[src/rtl/bnn_pkg.sv]
// Shared types and constants for the binary CNN inference controller.
// Latency: none (declarations only).
// Backpressure: n/a.
package bnn_pkg;

    typedef enum logic [2:0] {
        S_IDLE   = 3'd0,
        S_CONV1  = 3'd1,
        S_POOL1  = 3'd2,
        S_CONV2  = 3'd3,
        S_POOL2  = 3'd4,
        S_FC     = 3'd5,
        S_ARGMAX = 3'd6,
        S_OUT    = 3'd7
    } seq_state_t;

    // Bit positions in the one-hot stage enable
    localparam int STG_CONV1  = 0;
    localparam int STG_POOL1  = 1;
    localparam int STG_CONV2  = 2;
    localparam int STG_POOL2  = 3;
    localparam int STG_FC     = 4;
    localparam int STG_ARGMAX = 5;
    localparam int STAGE_N    = 6;

    // Default per-stage dwell times; pool1/pool2 use the same values for their
    // internal pipeline depth so the sequencer and datapath stay in step.
    localparam int DEF_CONV1_CYC  = 1;
    localparam int DEF_POOL1_CYC  = 2;
    localparam int DEF_CONV2_CYC  = 1;
    localparam int DEF_POOL2_CYC  = 2;
    localparam int DEF_FC_CYC     = 1;
    localparam int DEF_ARGMAX_CYC = 1;
    localparam int DEF_LAT_W      = 4;

endpackage

[src/rtl/stage_timer.sv]
// Loadable down-counter that measures how long the sequencer dwells in a stage.
// Latency: load takes effect the next cycle; zero flag is a decode of the count.
// Backpressure: none; counts down every cycle and saturates at zero.
// Ports: clk/rst, load + load_val (load has priority over counting), value, zero.
module stage_timer #(
    parameter int LAT_W = 4
) (
    input  logic             clk,
    input  logic             rst,
    input  logic             load,
    input  logic [LAT_W-1:0] load_val,
    output logic [LAT_W-1:0] value,
    output logic             zero
);

    logic [LAT_W-1:0] cnt_q;

    always_ff @(posedge clk) begin
        if (rst) begin
            cnt_q <= '0;
        end else if (load) begin
            cnt_q <= load_val;
        end else if (cnt_q != '0) begin
            cnt_q <= cnt_q - 1'b1;
        end
    end

    assign value = cnt_q;
    assign zero  = (cnt_q == '0);

endmodule

[src/rtl/bnn_layer_sequencer.sv]
// Steps a one-hot stage enable through conv1..argmax for one image, then offers the class result.
// Latency: image fire at T -> stage_en[0] at T+1 -> class_out_valid at T+1+sum(*_CYC).
// Backpressure: class_out_valid holds until class_out_ready; images and weight writes are refused while busy.
// Ports: image_in_valid/ready + image_load, cfg_wr_valid/ready + cfg_wr_en, abort,
//        stage_en[5:0], class_capture, class_out_valid/ready, busy, inference_count[15:0].
module bnn_layer_sequencer
    import bnn_pkg::*;
#(
    parameter int CONV1_CYC  = DEF_CONV1_CYC,
    parameter int POOL1_CYC  = DEF_POOL1_CYC,
    parameter int CONV2_CYC  = DEF_CONV2_CYC,
    parameter int POOL2_CYC  = DEF_POOL2_CYC,
    parameter int FC_CYC     = DEF_FC_CYC,
    parameter int ARGMAX_CYC = DEF_ARGMAX_CYC,
    parameter int LAT_W      = DEF_LAT_W
) (
    input  logic               clk,
    input  logic               rst,
    input  logic               image_in_valid,
    output logic               image_in_ready,
    output logic               image_load,
    input  logic               cfg_wr_valid,
    output logic               cfg_wr_ready,
    output logic               cfg_wr_en,
    input  logic               abort,
    output logic [STAGE_N-1:0] stage_en,
    output logic               class_capture,
    input  logic               class_out_ready,
    output logic               class_out_valid,
    output logic               busy,
    output logic [15:0]        inference_count
);

    localparam int LAT_MAX = 2 ** LAT_W;

    if (CONV1_CYC < 1 || CONV1_CYC > LAT_MAX || POOL1_CYC < 1 || POOL1_CYC > LAT_MAX ||
        CONV2_CYC < 1 || CONV2_CYC > LAT_MAX || POOL2_CYC < 1 || POOL2_CYC > LAT_MAX ||
        FC_CYC < 1 || FC_CYC > LAT_MAX || ARGMAX_CYC < 1 || ARGMAX_CYC > LAT_MAX) begin : g_bad_cyc
        $error("bnn_layer_sequencer: every stage dwell must be in 1..2**LAT_W");
    end

    seq_state_t       state_q;
    seq_state_t       state_nxt;
    logic [15:0]      count_q;
    logic             tmr_load;
    logic [LAT_W-1:0] tmr_val;
    logic [LAT_W-1:0] tmr_value;
    logic             tmr_zero;
    logic             out_fire;

    // Timer reload value for the state being entered (dwell minus one).
    function automatic logic [LAT_W-1:0] cyc_m1(input seq_state_t s);
        case (s)
            S_CONV1:  cyc_m1 = LAT_W'(CONV1_CYC - 1);
            S_POOL1:  cyc_m1 = LAT_W'(POOL1_CYC - 1);
            S_CONV2:  cyc_m1 = LAT_W'(CONV2_CYC - 1);
            S_POOL2:  cyc_m1 = LAT_W'(POOL2_CYC - 1);
            S_FC:     cyc_m1 = LAT_W'(FC_CYC - 1);
            S_ARGMAX: cyc_m1 = LAT_W'(ARGMAX_CYC - 1);
            default:  cyc_m1 = '0;
        endcase
    endfunction

    stage_timer #(.LAT_W(LAT_W)) u_timer (
        .clk      (clk),
        .rst      (rst),
        .load     (tmr_load),
        .load_val (tmr_val),
        .value    (tmr_value),
        .zero     (tmr_zero)
    );

    always_comb begin
        state_nxt       = state_q;
        tmr_load        = 1'b0;
        image_in_ready  = 1'b0;
        image_load      = 1'b0;
        cfg_wr_ready    = 1'b0;
        cfg_wr_en       = 1'b0;
        stage_en        = '0;
        class_capture   = 1'b0;
        class_out_valid = 1'b0;
        busy            = (state_q != S_IDLE);
        out_fire        = 1'b0;

        case (state_q)
            S_IDLE: begin
                cfg_wr_ready   = 1'b1;
                cfg_wr_en      = cfg_wr_valid;
                // A pending weight write takes the cycle; the image waits.
                image_in_ready = ~cfg_wr_valid;
                image_load     = image_in_valid & ~cfg_wr_valid;
                if (image_load) begin
                    state_nxt = S_CONV1;
                    tmr_load  = 1'b1;
                end
            end
            S_CONV1: begin
                stage_en[STG_CONV1] = 1'b1;
                if (tmr_zero) begin state_nxt = S_POOL1; tmr_load = 1'b1; end
            end
            S_POOL1: begin
                stage_en[STG_POOL1] = 1'b1;
                if (tmr_zero) begin state_nxt = S_CONV2; tmr_load = 1'b1; end
            end
            S_CONV2: begin
                stage_en[STG_CONV2] = 1'b1;
                if (tmr_zero) begin state_nxt = S_POOL2; tmr_load = 1'b1; end
            end
            S_POOL2: begin
                stage_en[STG_POOL2] = 1'b1;
                if (tmr_zero) begin state_nxt = S_FC; tmr_load = 1'b1; end
            end
            S_FC: begin
                stage_en[STG_FC] = 1'b1;
                if (tmr_zero) begin state_nxt = S_ARGMAX; tmr_load = 1'b1; end
            end
            S_ARGMAX: begin
                stage_en[STG_ARGMAX] = 1'b1;
                // Latch the result only on the last argmax cycle of a run that is not being cancelled.
                class_capture = (tmr_value == '0) & ~abort;
                if (tmr_zero) state_nxt = S_OUT;
            end
            S_OUT: begin
                class_out_valid = 1'b1;
                out_fire        = class_out_ready;
                if (class_out_ready) state_nxt = S_IDLE;
            end
            default: state_nxt = S_IDLE;
        endcase

        // Cancel wins over stage progress; an output handshake in the same cycle still counts.
        if (abort && state_q != S_IDLE) begin
            state_nxt = S_IDLE;
            tmr_load  = 1'b0;
        end

        tmr_val = cyc_m1(state_nxt);

        if (rst) begin
            image_in_ready  = 1'b0;
            image_load      = 1'b0;
            cfg_wr_ready    = 1'b0;
            cfg_wr_en       = 1'b0;
            stage_en        = '0;
            class_capture   = 1'b0;
            class_out_valid = 1'b0;
            busy            = 1'b0;
            out_fire        = 1'b0;
        end
    end

    always_ff @(posedge clk) begin
        if (rst) begin
            state_q <= S_IDLE;
            count_q <= '0;
        end else begin
            state_q <= state_nxt;
            if (out_fire) count_q <= count_q + 16'd1;
        end
    end

    assign inference_count = count_q;

endmodule

[config.mk]
export PLATFORM = sky130hd
export DESIGN_NAME = bnn_layer_sequencer
export DESIGN_NICKNAME = d
export VERILOG_FILES = /design/src/rtl/bnn_pkg.sv /design/src/rtl/stage_timer.sv /design/src/rtl/bnn_layer_sequencer.sv
export SDC_FILE = /design/constraint.sdc
export NUM_CORES = 1
export LEC_CHECK = 0
export CORE_ASPECT_RATIO = 0.5
export CORE_UTILIZATION = 44
export CTS_BUF_LIST = sky130_fd_sc_hd__clkbuf_4
export DETAILED_ROUTE_END_ITERATION = 7
export PLACE_DENSITY_LB_ADDON = 0.3
export SLEW_MARGIN = 20
export SYNTH_ARGS = -nofsm -noshare
export SYNTH_HDL_FRONTEND = slang
export SYNTH_SLANG_ARGS = --single-unit
[constraint.sdc]
create_clock -name clk -period 1.9 [get_ports clk]
set_clock_uncertainty 0.15 [all_clocks]
set_input_delay 0.285 -clock clk [delete_from_list [all_inputs] [get_ports clk]]
set_output_delay 0.285 -clock clk [all_outputs]
set_load 0.005 [all_outputs]
==> flow_metrics.tcl <==
set metrics [dict create \
    status "complete, but fails checks" \
    violations "setup timing" \
    max_slew_margin_pct 76.4 \
    reg2reg_slack_ns -0.02 \
    hold_path_depth 2 \
    wl_per_cell_um 15.7 \
    worstPathCellList "inv_2 -> ha_4 -> or3b_4 -> nor4_2 -> buf_2" \
    grt_use_total_pct 25.9 \
    dr.pass1.iters 4 \
    avgSynthCellArea_sq_um 8.27 \
    drt_iter0_markers 93 \
    diodes 0 \
    drv_slew 0 \
    hold_start "inference_count[14]$_SDFFE_PP0P_" \
    setup_slack_ns -0.0621 \
    power_density_mw_per_mm2 688 \
    fmax_mhz 510 \
    post-route-period-util_pct 103 \
    core_sq_mm 0.00267 \
    required_ns 1.46 \
    crit_path_end_kind "primary output" \
    yosys_warnings 0 \
    synth_enable_flop_cells 0 \
    cap_violations 0 \
    numCtsBuffers 3 \
    grt_pass1_vias 1315 \
    io_pins 35 \
    worst_pin_slew_ns 0.351 \
    cp_slowest_cell "or3b_4" \
    final_util_pct 79.4 \
    leakagePower_nw 0.881 \
    cp-start-kind "register" \
    grt.overflow.total 0 \
    clock_latency_ns 0.33 \
    netlist_instances 153 \
    cp_data_arrival_time_ns 1.53 \
    final_layout_size_suffix_gt1_share_pct 35.5 \
    dp.cells 253 \
    clk_pin_slew_ns 0.15 \
    cts_tree "done" \
    critPathKind "register to primary output" \
    slowest_delay_ns 0.38 \
    ys_ff_latch 23 \
    instances_no_fill 268 \
    die-area_sq_mm 0.00311 \
    ctsHoldBuffers 0 \
    synth.distinct_cells 45 \
    preCtsSetupSlack_ns -0.332 \
    cp_max_fo 2 \
    hold_class "register to register" \
    fillers 180 \
    area_growth_pct 67.4 \
    fp.dieW_um 77.8 \
    cp-startpoint "u_timer.value[1]$_SDFFE_PP0P_" \
    syn-cell-area_sq_mm 0.00126 \
    start_util_pct 47.4 \
    async_reset_ff_share_pct 0 \
    place_hpwl_mm 2.51 \
    r2r-end "inference_count[13]$_SDFFE_PP0P_" \
    num_rows 13 \
    place_congestion 0.834 \
    reg2reg_depth 8 \
    layout_min_cycle_time_ns 1.96 \
    clock-sinks 23 \
    vias 1510 \
    finalSetupViolations 3 \
    final_antenna_net_count 0 \
    cts_root_buffer "clkbuf_4" \
    portBuffers 34 \
    antenna_found_initial 0 \
    die_h_um 39.9 \
    ir_worst_vdd_mv 0.463 \
    clockBufferDepth 2 \
    finalHoldViolations 0 \
    grt_max_degree 15 \
    nNetsFinal 240 \
    timing.rr.start "state_q[1]$_SDFF_PP0_" \
    p_total_w 0.00146 \
    grt_pass1_wl_mm 5.94 \
    remaining_drc_errors 0 \
    synth_flop_cell "dfxtp_1" \
    hold_end "inference_count[14]$_SDFFE_PP0P_" \
    synth-seq-area-share_pct 36.4 \
    wl_mm 4.20 \
    routed_via_density 5.63 \
    htreeDepth 1 \
    synth_fp_nets 161 \
    rsz0062_at_grt "true" \
]
[worst max-delay path: cells and delay by family (launching register included)]
family / cells / cell delay, ns
buffers and inverters: 2 / 0.22
and+or+nand+nor: 2 / 0.51
DFF: 1 / 0.35
adders and majority gates: 1 / 0.13
[layout by cell type, fill, tap and decap left out, types with 2 or more instances in the layout]
| cell type | instances |
|---|---|
| xor2_1 | 5 |
| nand4_1 | 5 |
| dlygate4sd2_1 | 8 |
| a21oi_1 | 8 |
| dfxtp_2 | 2 |
| buf_6 | 4 |
| dfxtp_1 | 18 |
| clkdlybuf4s15_1 | 2 |
| buf_12 | 2 |
| or3_4 | 2 |
| or4_1 | 2 |
| o21ai_0 | 6 |
| xnor2_1 | 5 |
| nor2_1 | 19 |
| buf_4 | 41 |
| dfxtp_4 | 3 |
| inv_2 | 2 |
| and4_2 | 2 |
| inv_1 | 2 |
| clkbuf_4 | 3 |
| and2_1 | 2 |
| nand3_1 | 7 |
| buf_2 | 4 |
| clkdlybuf4s50_1 | 20 |
| or3_1 | 4 |
| nand2_1 | 10 |
| nand2b_1 | 3 |
| nor3_1 | 7 |
[cell usage after synthesis (all sizes together) (2+ instances only)]
cell type	count	area share [%]
dfxtp	23	36
nor2	19	5.6
nand2	10	3.0
a21oi	9	3.6
nand3	9	3.6
nor3	9	3.6
nand4	7	4.5
o21ai	6	2.4
or3	6	3.5
clkbuf	5	2.3
inv	5	1.5
xnor2	5	3.5
xor2	5	3.5
nand2b	3	1.5
nor4	3	1.5
and2	2	0.99
and3	2	1.1
and4	2	1.6
buf	2	1.3
ha	2	2.0
or4	2	1.2
[cells by family (layout without fill, tap and decap cells)]
group / after synthesis / in the layout / share of synthesized area [%]
AND/OR/NAND/NOR: 81 / 81 / 37.1
AO/OA/AOI/OAI: 24 / 24 / 11.8
flip-flops: 23 / 23 / 36.4
buffers and inverters: 12 / 90 / 5.04
XOR/XNOR: 10 / 10 / 6.92
adder cells (fa/ha/maj): 2 / 2 / 1.98
multiplexers: 1 / 1 / 0.791
[stage by stage]
stage          hold slack, ns  cell area, sq um  setup TNS (ns)
2_1_floorplan           0.214              1260               0
4_1_cts                 0.339              2030          -0.256
6_report                0.376              2120         -0.0961
3_3_place_gp            0.313              1890           -3.81
5_1_grt                 0.399              2120          -0.318
3_5_place_dp            0.322              1890           -4.28
[final cells by class]
class                           instances  area (sq um)  area share, %
Inverter                                5          21.3           1.00
Clock buffer                            3          22.5           1.06
Sequential cell                        23           474           22.4
Multi-Input combinational cell        118           842           39.8
Tap cell                               37          46.3           2.19
Clock inverter                          1          7.51          0.355
Timing Repair Buffer                   81           703           33.2
[layer usage]
layer | global-route usage [%] | vias up | share of wire (%)
met5 | 0 | - | 0
met4 | 8.49 | 0 | 2.0
met3 | 6.51 | 12 | 5.1
met2 | 50.0 | 56 | 51
met1 | 29.7 | 730 | 42
li1 | - | 712 | -
[repair_timing]
item,in CTS,in global routing
pin swaps,3,6
buffers inserted,8,3
hold endpoints to repair,0,0
gates resized for setup,42,19
setup endpoints to repair,16,12
gates cloned,0,0
[state kept, by name (all words and copies together), names as in the netlist]
register and cells:
u_timer.value 4, state_q 3, inference_count 16
[power by group]
part           total, W  internal, W  switching (W)
clock network  0.000248    0.0000806       0.000167
logic          0.000671     0.000367       0.000305
registers      0.000538     0.000517      0.0000203
[how the worst max path moves through the flow]
stage                                    end  slack [ns]  depth (start not counted)
2_1_floorplan  u_timer.value[0]$_SDFFE_PP0P_        0.09                          6
3_3_place_gp                   class_capture       -0.32                          5
3_5_place_dp                       cfg_wr_en       -0.33                          4
4_1_cts                        class_capture       -0.22                          5
5_1_grt                        class_capture       -0.12                          5
6_report                       class_capture       -0.06                          5
Power figures use the tool's default switching activity.
